### src/rtl/fetch_pc_unit.sv
// -----------------------------------------------------------------------------
// fetch_pc_unit
//
// Fetch side of a simple in-order core. Owns the architectural PC. For each
// instruction it issues one read to instruction memory and waits for the
// acknowledge, which may take a variable number of cycles. The fetched word
// and PC+2 are then held for decode/execute until execute commits the next PC
// through a PCWr strobe. A HALT, a misaligned commit or a memory timeout parks
// the unit in a terminal HALTED state that only reset can leave.
//
// Ports
//   clk        : system clock, rising edge
//   rst_n      : asynchronous active-low reset
//   newPC      : next PC computed by execute
//   PCWr       : one-cycle strobe, execute commits newPC
//   Halt       : HALT decoded for the instruction being delivered
//   imem_rd    : one-cycle read request to instruction memory
//   imem_addr  : read address (always the PC register)
//   imem_ack   : memory response valid
//   imem_data  : instruction word, sampled only with imem_ack
//   Instr      : registered instruction for decode
//   PCinc      : PC+2, registered together with Instr
//   InstValid  : Instr/PCinc valid
//   Halted     : processor stopped
//   Err        : sticky error (misaligned PC or memory timeout)
// -----------------------------------------------------------------------------
module fetch_pc_unit #(
    parameter int               WIDTH    = 16,
    parameter logic [WIDTH-1:0] RESET_PC = '0,
    parameter int               TIMEOUT  = 15
) (
    input  logic             clk,
    input  logic             rst_n,
    input  logic [WIDTH-1:0] newPC,
    input  logic             PCWr,
    input  logic             Halt,
    output logic             imem_rd,
    output logic [WIDTH-1:0] imem_addr,
    input  logic             imem_ack,
    input  logic [WIDTH-1:0] imem_data,
    output logic [WIDTH-1:0] Instr,
    output logic [WIDTH-1:0] PCinc,
    output logic             InstValid,
    output logic             Halted,
    output logic             Err
);

    localparam int CNT_W = 4;

    typedef enum logic [1:0] {
        S_FETCH   = 2'd0,
        S_WAIT    = 2'd1,
        S_DELIVER = 2'd2,
        S_HALTED  = 2'd3
    } state_t;

    state_t             r_state;
    state_t             w_next_state;

    logic [WIDTH-1:0]   r_pc;
    logic [WIDTH-1:0]   r_instr;
    logic [WIDTH-1:0]   r_pcinc;
    logic               r_inst_valid;
    logic               r_halted;
    logic               r_err;
    logic [CNT_W-1:0]   r_wait_cnt;

    logic [WIDTH-1:0]   w_pc_plus2;
    logic               w_ack_taken;
    logic               w_timeout;
    logic               w_halt_req;
    logic               w_misaligned;
    logic               w_commit;
    logic               w_imem_rd;

    // Carry-out is discarded, so 'hFFFE wraps to 'h0000.
    assign w_pc_plus2   = r_pc + WIDTH'(2);

    // Qualified events. Each one is only meaningful in its own state, which is
    // what makes PCWr/Halt/imem_ack harmless everywhere else.
    assign w_ack_taken  = (r_state == S_WAIT) && imem_ack;
    // The counter holds the number of ack-less WAIT cycles already spent; the
    // cycle that would bring it to TIMEOUT is the last one allowed.
    assign w_timeout    = (r_state == S_WAIT) && !imem_ack &&
                          (r_wait_cnt == CNT_W'(TIMEOUT - 1));
    // Halt wins over a PCWr presented in the same cycle.
    assign w_halt_req   = (r_state == S_DELIVER) && Halt;
    assign w_misaligned = (r_state == S_DELIVER) && !Halt && PCWr && newPC[0];
    assign w_commit     = (r_state == S_DELIVER) && !Halt && PCWr && !newPC[0];

    // -------------------------------------------------------------------------
    // State register
    // -------------------------------------------------------------------------
    // NOTE: sequential state uses non-blocking assignments so every register
    // samples the pre-edge value of every other register.
    always_ff @(posedge clk or negedge rst_n) begin
        if (!rst_n) begin
            r_state <= S_FETCH;
        end else begin
            r_state <= w_next_state;
        end
    end

    // -------------------------------------------------------------------------
    // Next-state logic
    // -------------------------------------------------------------------------
    // NOTE: the default assignment at the top keeps this block free of latches
    // on every path through the case statement.
    always_comb begin
        w_next_state = r_state;
        case (r_state)
            S_FETCH: begin
                w_next_state = S_WAIT;
            end
            S_WAIT: begin
                if (w_ack_taken) begin
                    w_next_state = S_DELIVER;
                end else if (w_timeout) begin
                    w_next_state = S_HALTED;
                end
            end
            S_DELIVER: begin
                if (w_halt_req || w_misaligned) begin
                    w_next_state = S_HALTED;
                end else if (w_commit) begin
                    w_next_state = S_FETCH;
                end
            end
            S_HALTED: begin
                w_next_state = S_HALTED;
            end
            default: begin
                w_next_state = S_HALTED;
            end
        endcase
    end

    // -------------------------------------------------------------------------
    // Output logic
    // -------------------------------------------------------------------------
    // The reset state is FETCH, so the request is gated with rst_n to keep it
    // low while reset is held; it rises as soon as reset is released.
    always_comb begin
        w_imem_rd = 1'b0;
        if (r_state == S_FETCH) begin
            w_imem_rd = rst_n;
        end
    end

    // -------------------------------------------------------------------------
    // PC, instruction latch, status flags and WAIT counter
    // -------------------------------------------------------------------------
    always_ff @(posedge clk or negedge rst_n) begin
        if (!rst_n) begin
            r_pc         <= RESET_PC;
            r_instr      <= '0;
            r_pcinc      <= '0;
            r_inst_valid <= 1'b0;
            r_halted     <= 1'b0;
            r_err        <= 1'b0;
            r_wait_cnt   <= '0;
        end else begin
            case (r_state)
                S_FETCH: begin
                    r_wait_cnt <= '0;
                end
                S_WAIT: begin
                    if (w_ack_taken) begin
                        r_instr      <= imem_data;
                        r_pcinc      <= w_pc_plus2;
                        r_inst_valid <= 1'b1;
                    end else if (w_timeout) begin
                        r_err    <= 1'b1;
                        r_halted <= 1'b1;
                    end else begin
                        r_wait_cnt <= r_wait_cnt + CNT_W'(1);
                    end
                end
                S_DELIVER: begin
                    if (w_halt_req) begin
                        r_halted     <= 1'b1;
                        r_inst_valid <= 1'b0;
                    end else if (w_misaligned) begin
                        // PC is left pointing at the faulting instruction.
                        r_err    <= 1'b1;
                        r_halted <= 1'b1;
                    end else if (w_commit) begin
                        r_pc         <= newPC;
                        r_inst_valid <= 1'b0;
                    end
                end
                default: begin
                    // HALTED: everything frozen until reset.
                end
            endcase
        end
    end

    assign imem_rd   = w_imem_rd;
    assign imem_addr = r_pc;
    assign Instr     = r_instr;
    assign PCinc     = r_pcinc;
    assign InstValid = r_inst_valid;
    assign Halted    = r_halted;
    assign Err       = r_err;

endmodule
### config.mk
export PLATFORM = sky130hd
export DESIGN_NAME = fetch_pc_unit
export DESIGN_NICKNAME = d
export VERILOG_FILES = /design/src/rtl/fetch_pc_unit.sv
export SDC_FILE = /design/constraint.sdc
export NUM_CORES = 1
export LEC_CHECK = 0
export CAP_MARGIN = 25
export CELL_PAD_IN_SITES_DETAIL_PLACEMENT = 1
export CELL_PAD_IN_SITES_GLOBAL_PLACEMENT = 2
export CORE_MARGIN = 1.5
export CORE_UTILIZATION = 26
export DETAILED_ROUTE_END_ITERATION = 8
export PLACE_DENSITY = 0.75
export SYNTH_ARGS = -nofsm -noshare
export SYNTH_HDL_FRONTEND = slang
export SYNTH_SLANG_ARGS = --single-unit
### constraint.sdc
create_clock -name clk -period 1.8 [get_ports clk]
set_input_delay 0.45 -clock clk [delete_from_list [all_inputs] [get_ports clk]]
set_output_delay 0.45 -clock clk [all_outputs]
set_load 0.02 [all_outputs]
Word level (Yosys, flattened, before mapping). Cells that the tools add are included.

Flip-flop bits (word level): 57. Input bits: 37.

Add/sub/neg operators: 2. Equality and inequality tests: 15. Mux-type cells: 21. Bitwise logic cells: 2. Reductions and logical operators: 22.

Operators with widths (count): 16-bit by 2-bit adder with 16-bit output (second input constant) (1); 2-bit inequality test (second input constant) (6); 3-bit inequality test (second input constant) (4); 4-bit AND reduction (3); 1-bit 2-to-1 mux (10); 1-bit logical AND (8); 2-bit 2-to-1 mux (4); 4-bit 2-to-1 mux (2); 2-bit case mux with 4 select lines (1); 4-bit case mux with 2 select lines (1); 1-bit case mux with 2 select lines (3); 5-bit AND reduction (1); 4-bit by 1-bit adder with 4-bit output (second input constant) (1); 2-bit equality test (second input constant) (2); 4-bit equality test (second input constant) (1); 2-bit AND reduction (2); 2-bit nonzero test (2); 1-bit zero test (3); 3-bit by 2-bit inequality test with 1-bit output (second input constant) (1); 3-bit AND reduction (1); 2-bit by 1-bit equality test with 1-bit output (second input constant) (1); 2-bit zero test (1); 1-bit NOT (2); 1-bit logical OR (1).

Logic depth before layout (Yosys ltp). Gate-level depths: netlist of the first run.

Depth after elaboration: 8. Gate-level depth with buffers: 6. Mapped depth without buffers: 6.

Worst setup path after synthesis of the first run. OpenSTA, ideal clock, no wires.

Path kind: reg2reg. From: reg r_state[0]. To: reg r_pc[10] (netlist: imem_addr[10]). Library setup time: 0.125 ns. Arrival time: 1.621 ns. Required time: 1.675 ns. Setup slack: 0.054 ns. Cell stages (with the launch flop): 7. Path buffers: 1. Period minus slack after synthesis: 1.746 ns. Cell sequence: dfrtp_1 inv_1 ha_1 nand2b_4 nor3b_4 buf_6 mux2_2.

Longest elaborated chain between the ends: 6. Elaborated cells between the ends (all ways): 9. Those cells by class: 1 x eq/ne; 2 x bitwise; 6 x reduce/logical.

RTL lines: start, declared (RTL line 57) `state_t r_state;`; start signal, assigned (RTL line 100) `r_state <= w_next_state;`; 2-bit equality test (*); 1-bit logical AND (2 in series) (RTL line 88, 89); 1-bit logical AND (RTL line 88) `assign w_misaligned = (r_state == S_DELIVER) && !Halt && PCWr && newPC[0];`; 1-bit NOT (no source line); 4-bit AND reduction (no source line) (*); end signal, assigned (RTL line 188) `r_pc <= newPC;`; end, declared (RTL line 60) `logic [WIDTH-1:0] r_pc;`.

Every way passes the cells marked *; elsewhere a longest branch is shown, timed or not. A chain may end at the register's enable or synchronous reset.

Worst setup path after layout of the first run.
From: reg r_pcinc[2] (netlist: PCinc[2]). To: out PCinc[2].

RTL lines: start, declared (RTL line 62) `logic [WIDTH-1:0] r_pcinc;`; start signal, assigned (RTL line 170) `r_pcinc <= w_pc_plus2;`; end, declared (RTL line 42) `output logic [WIDTH-1:0] PCinc,`.

No word-level cell between the ends.

==> summary.txt, run 1 <==
Outcome
  – Outcome: complete, no violations

Synth
  – Yosys top cell area share: 0.552
  – Sequential share of the synthesized area: 0.552
  – Synth Instances: 212
  – Cell Area, Synth: 2590 µm²
  – Commonest cells post-synth: dfrtp_1, mux2_2, nand2_1, o21ai_0, xor2_1
  – Yosys warnings: 0
  – Number of enable flip-flop cells after synthesis: 0
  – Synth area leader: dfrtp_1
  – Synth Area per Inst: around 12 µm²
  – Count leader, synth: dfrtp_1
  – Mapped Nets: about 260
  – Area contributors post-synth: dfrtp_1, mux2_2, ha_1
  – Async set-reset flop share out of synthesis: 1.00
  – Synth Flop Type: dfrtp_1
  – Count of cell types in the netlist: 34
  – Register bit count reported by yosys: 57

Placed design
  – GP Congestion: 0.773
  – Port buffer count: 88
  – Post-DP HPWL: between 5000 and 6000 µm
  – Pre-CTS setup slack: -0.115 ns
  – Post-DP Area: 3780 µm²

Drt
  – Routed vias: between 1,500 and 2,000
  – Drc violations: 0
  – DRT antenna net count: 0
  – Wire per inst: 14.8 µm
  – First drt pass iteration count: 4
  – Post-DR vias/cell: 4.28
  – Iteration-0 DRC Markers: 32
  – Total Wirelength: roughly 7000 µm

Worst setup path
  – Slowest stage delay, CP: 0.61 ns
  – CP Cell Sequence: clkdlybuf4s50_1
  – Slowest CP cell: clkdlybuf4s50_1
  – Crit. End Element: output pin
  – Critical path data arrival time: 1.30 ns
  – CP startpoint kind: register
  – Crit path buf inv count: 1
  – Critical path peak fanout: 2
  – Worst path depth: 1
  – Top cell family by delay on the critical path: buffers and inverters
  – Cells on worst reg2reg path: 7
  – Crit Path Category: reg2out
  – Required time worst endpoint: 1.35 ns

Pwr
  – Sequential power share: 0.343
  – P_leak: 1.86 nW
  – VDD IR-drop max: 0.962 mV
  – Tot Pwr: roughly 6.7 mW
  – Clk network pwr share: 0.176
  – Switching share of power: 0.382
  – PwrDens: between 1500 and 2000 nW/µm²
  – Switching power: 2.56 mW
  – Int Power: 4.16 mW
  – Comb pwr share: 0.481

Cells and area
  – Final core occ: 0.409
  – Area grow syn2layout: 54.0%
  – Fin nets: 369
  – Fin area: 3980 µm²
  – Ratio of cells with drive above 1 in the final layout: 0.247
  – N_diodes: 0

Clocking
  – Worst-case clock buffer depth: 2
  – Clk Tree Root Cell: clkbuf_8
  – H-Tree Depth: 3
  – CTS tree: yes
  – CTS Sinks: 57
  – Total CTS buffers: 9
  – Clock-pin slew of the registers on the worst-case setup and hold paths: 0.06 ns
  – Clock Latency Late Sink: between 0.3 and 0.4 ns

Global routing
  – GRT overflow: 0
  – Initial antenna violation count: 0
  – Largest net degree at the start of global routing: 58
  – Vias in the first global route: 2,100
  – First-pass GRT wire length: between 10,000 and 15,000 µm
  – GRT Total Usage: 0.134

Die
  – Standard-cell rows: 36
  – Die area: 10,600 µm²
  – Ports: just under 90
  – Initial core utilization: 0.266
  – Die Ht: 103 µm
  – Core box area: 9730 µm²
  – Die W: a little over 100 µm

STA
  – Final Worst Setup Slack: 0.0480 ns
  – Setup violators final: 0
  – Final setup TNS: 0 ns
  – Slew @ Worst Pin: roughly 0.74 ns
  – Final worst-path cycle share: 0.973
  – Fin. max-slew vios: 0
  – Fmax: ~570 MHz
  – Setup Skew: 0.00665 ns
  – Fin crit period: 1.75 ns
  – Relative slew slack: 0.509
  – Final hold violations: 0

Worst hold path
  – HP Class: in2async

Job
  – Max-cap viol count: 0
-- per-layer routing --
metal  up-vias  global-route usage  part of all wire
met4         0              0.0426             0.012
met3         7              0.0386             0.048
met5         -                   0                 0
li1        966                   -                 -
met1       937               0.177              0.48
met2        64               0.212              0.46
-- registers in the layout, indices dropped and copies added, names as in the netlist --
name and flops:
Instr 16, PCinc 16, imem_addr 16, r_wait_cnt 4, r_state 2, Err 1, Halted 1, InstValid 1
-- path summary, 6_finish.rpt --
kind,end,slack (ns),startpoint
max in group asynchronous,PCinc[2],0.98,rst_n
worst min-delay path,PCinc[15],0.33,rst_n
worst max-delay path,PCinc[2],0.05,PCinc[2]
min in group clk,Err,0.48,Err
worst min register to register,Err,0.48,Err
worst max register to register,imem_addr[15],0.10,r_state[0]
-- area by class of cell --
cell class	count	area [µm²]
flip-flops and latches	57	1430
multi-input cells	143	1100
inverters	4	15.0
clock inverters	3	40.0
repair buffers	109	1080
clock buffers	12	155
well taps	133	166
fillers	1085	5750
-- power by group through the flow --
stage / clock network [mW] / logic (mW) / registers (mW)
floorplan: 0 / 1.04 / 2.92
global placement: 0 / 3.32 / 2.32
detailed placement: 0 / 3.41 / 2.35
CTS: 1.24 / 3.30 / 2.32
global route: 1.28 / 3.53 / 2.40
finish: 1.18 / 3.23 / 2.31
-- per-stage QoR --
| step | hold WS [ns] | std cells |
|---|---|---|
| 2_1_floorplan | 0.154 | 212 |
| 3_3_place_gp | 0.462 | 446 |
| 3_5_place_dp | 0.467 | 446 |
| 4_1_cts | 0.369 | 461 |
| 5_1_grt | 0.375 | 461 |
| 6_report | 0.327 | 461 |
-- placed cells by master, fill, tap and decap left out, types with 4 or more instances in the layout --
cell	Yosys	layout
xor2_1	11	11
mux2_2	33	33
dlymetal6s2s_1	0	12
nand4_1	5	5
ha_1	8	7
nand3_1	10	10
xnor2_1	4	4
clkdlybuf4s50_1	0	59
o21ai_1	4	4
buf_4	1	18
inv_1	4	4
dlygate4sd2_1	0	15
o21ai_0	15	15
clkbuf_8	0	11
a21oi_1	5	5
nand2_1	20	20
dfrtp_1	57	57
-- kinds of logic after synthesis --
group,synth area share
AO/OA/AOI/OAI,0.0614
XOR/XNOR,0.0508
adder cells (fa/ha/maj),0.0387
buffers and inverters,0.0232
flip-flops,0.552
multiplexers,0.144
AND/OR/NAND/NOR,0.131
-- timing repair --
item	CTS	global route
buffers inserted	0	0
pin swaps	0	0
gates resized for setup	19	13
setup endpoints to repair	16	13
hold buffers	0	0
Note: power is estimated with default switching activity, not from simulation.
==> run 2, diff against run 1 <==
--- a/config.mk
+++ b/config.mk
@@ -5,7 +5,7 @@
 export SDC_FILE = /design/constraint.sdc
 export NUM_CORES = 1
 export LEC_CHECK = 0
-export CAP_MARGIN = 25
+export CAP_MARGIN = 0
 export CELL_PAD_IN_SITES_DETAIL_PLACEMENT = 1
 export CELL_PAD_IN_SITES_GLOBAL_PLACEMENT = 2
 export CORE_MARGIN = 1.5
==> results of run 2 <==
No change in the layout: final DEF, timing and power equal those of run 1.
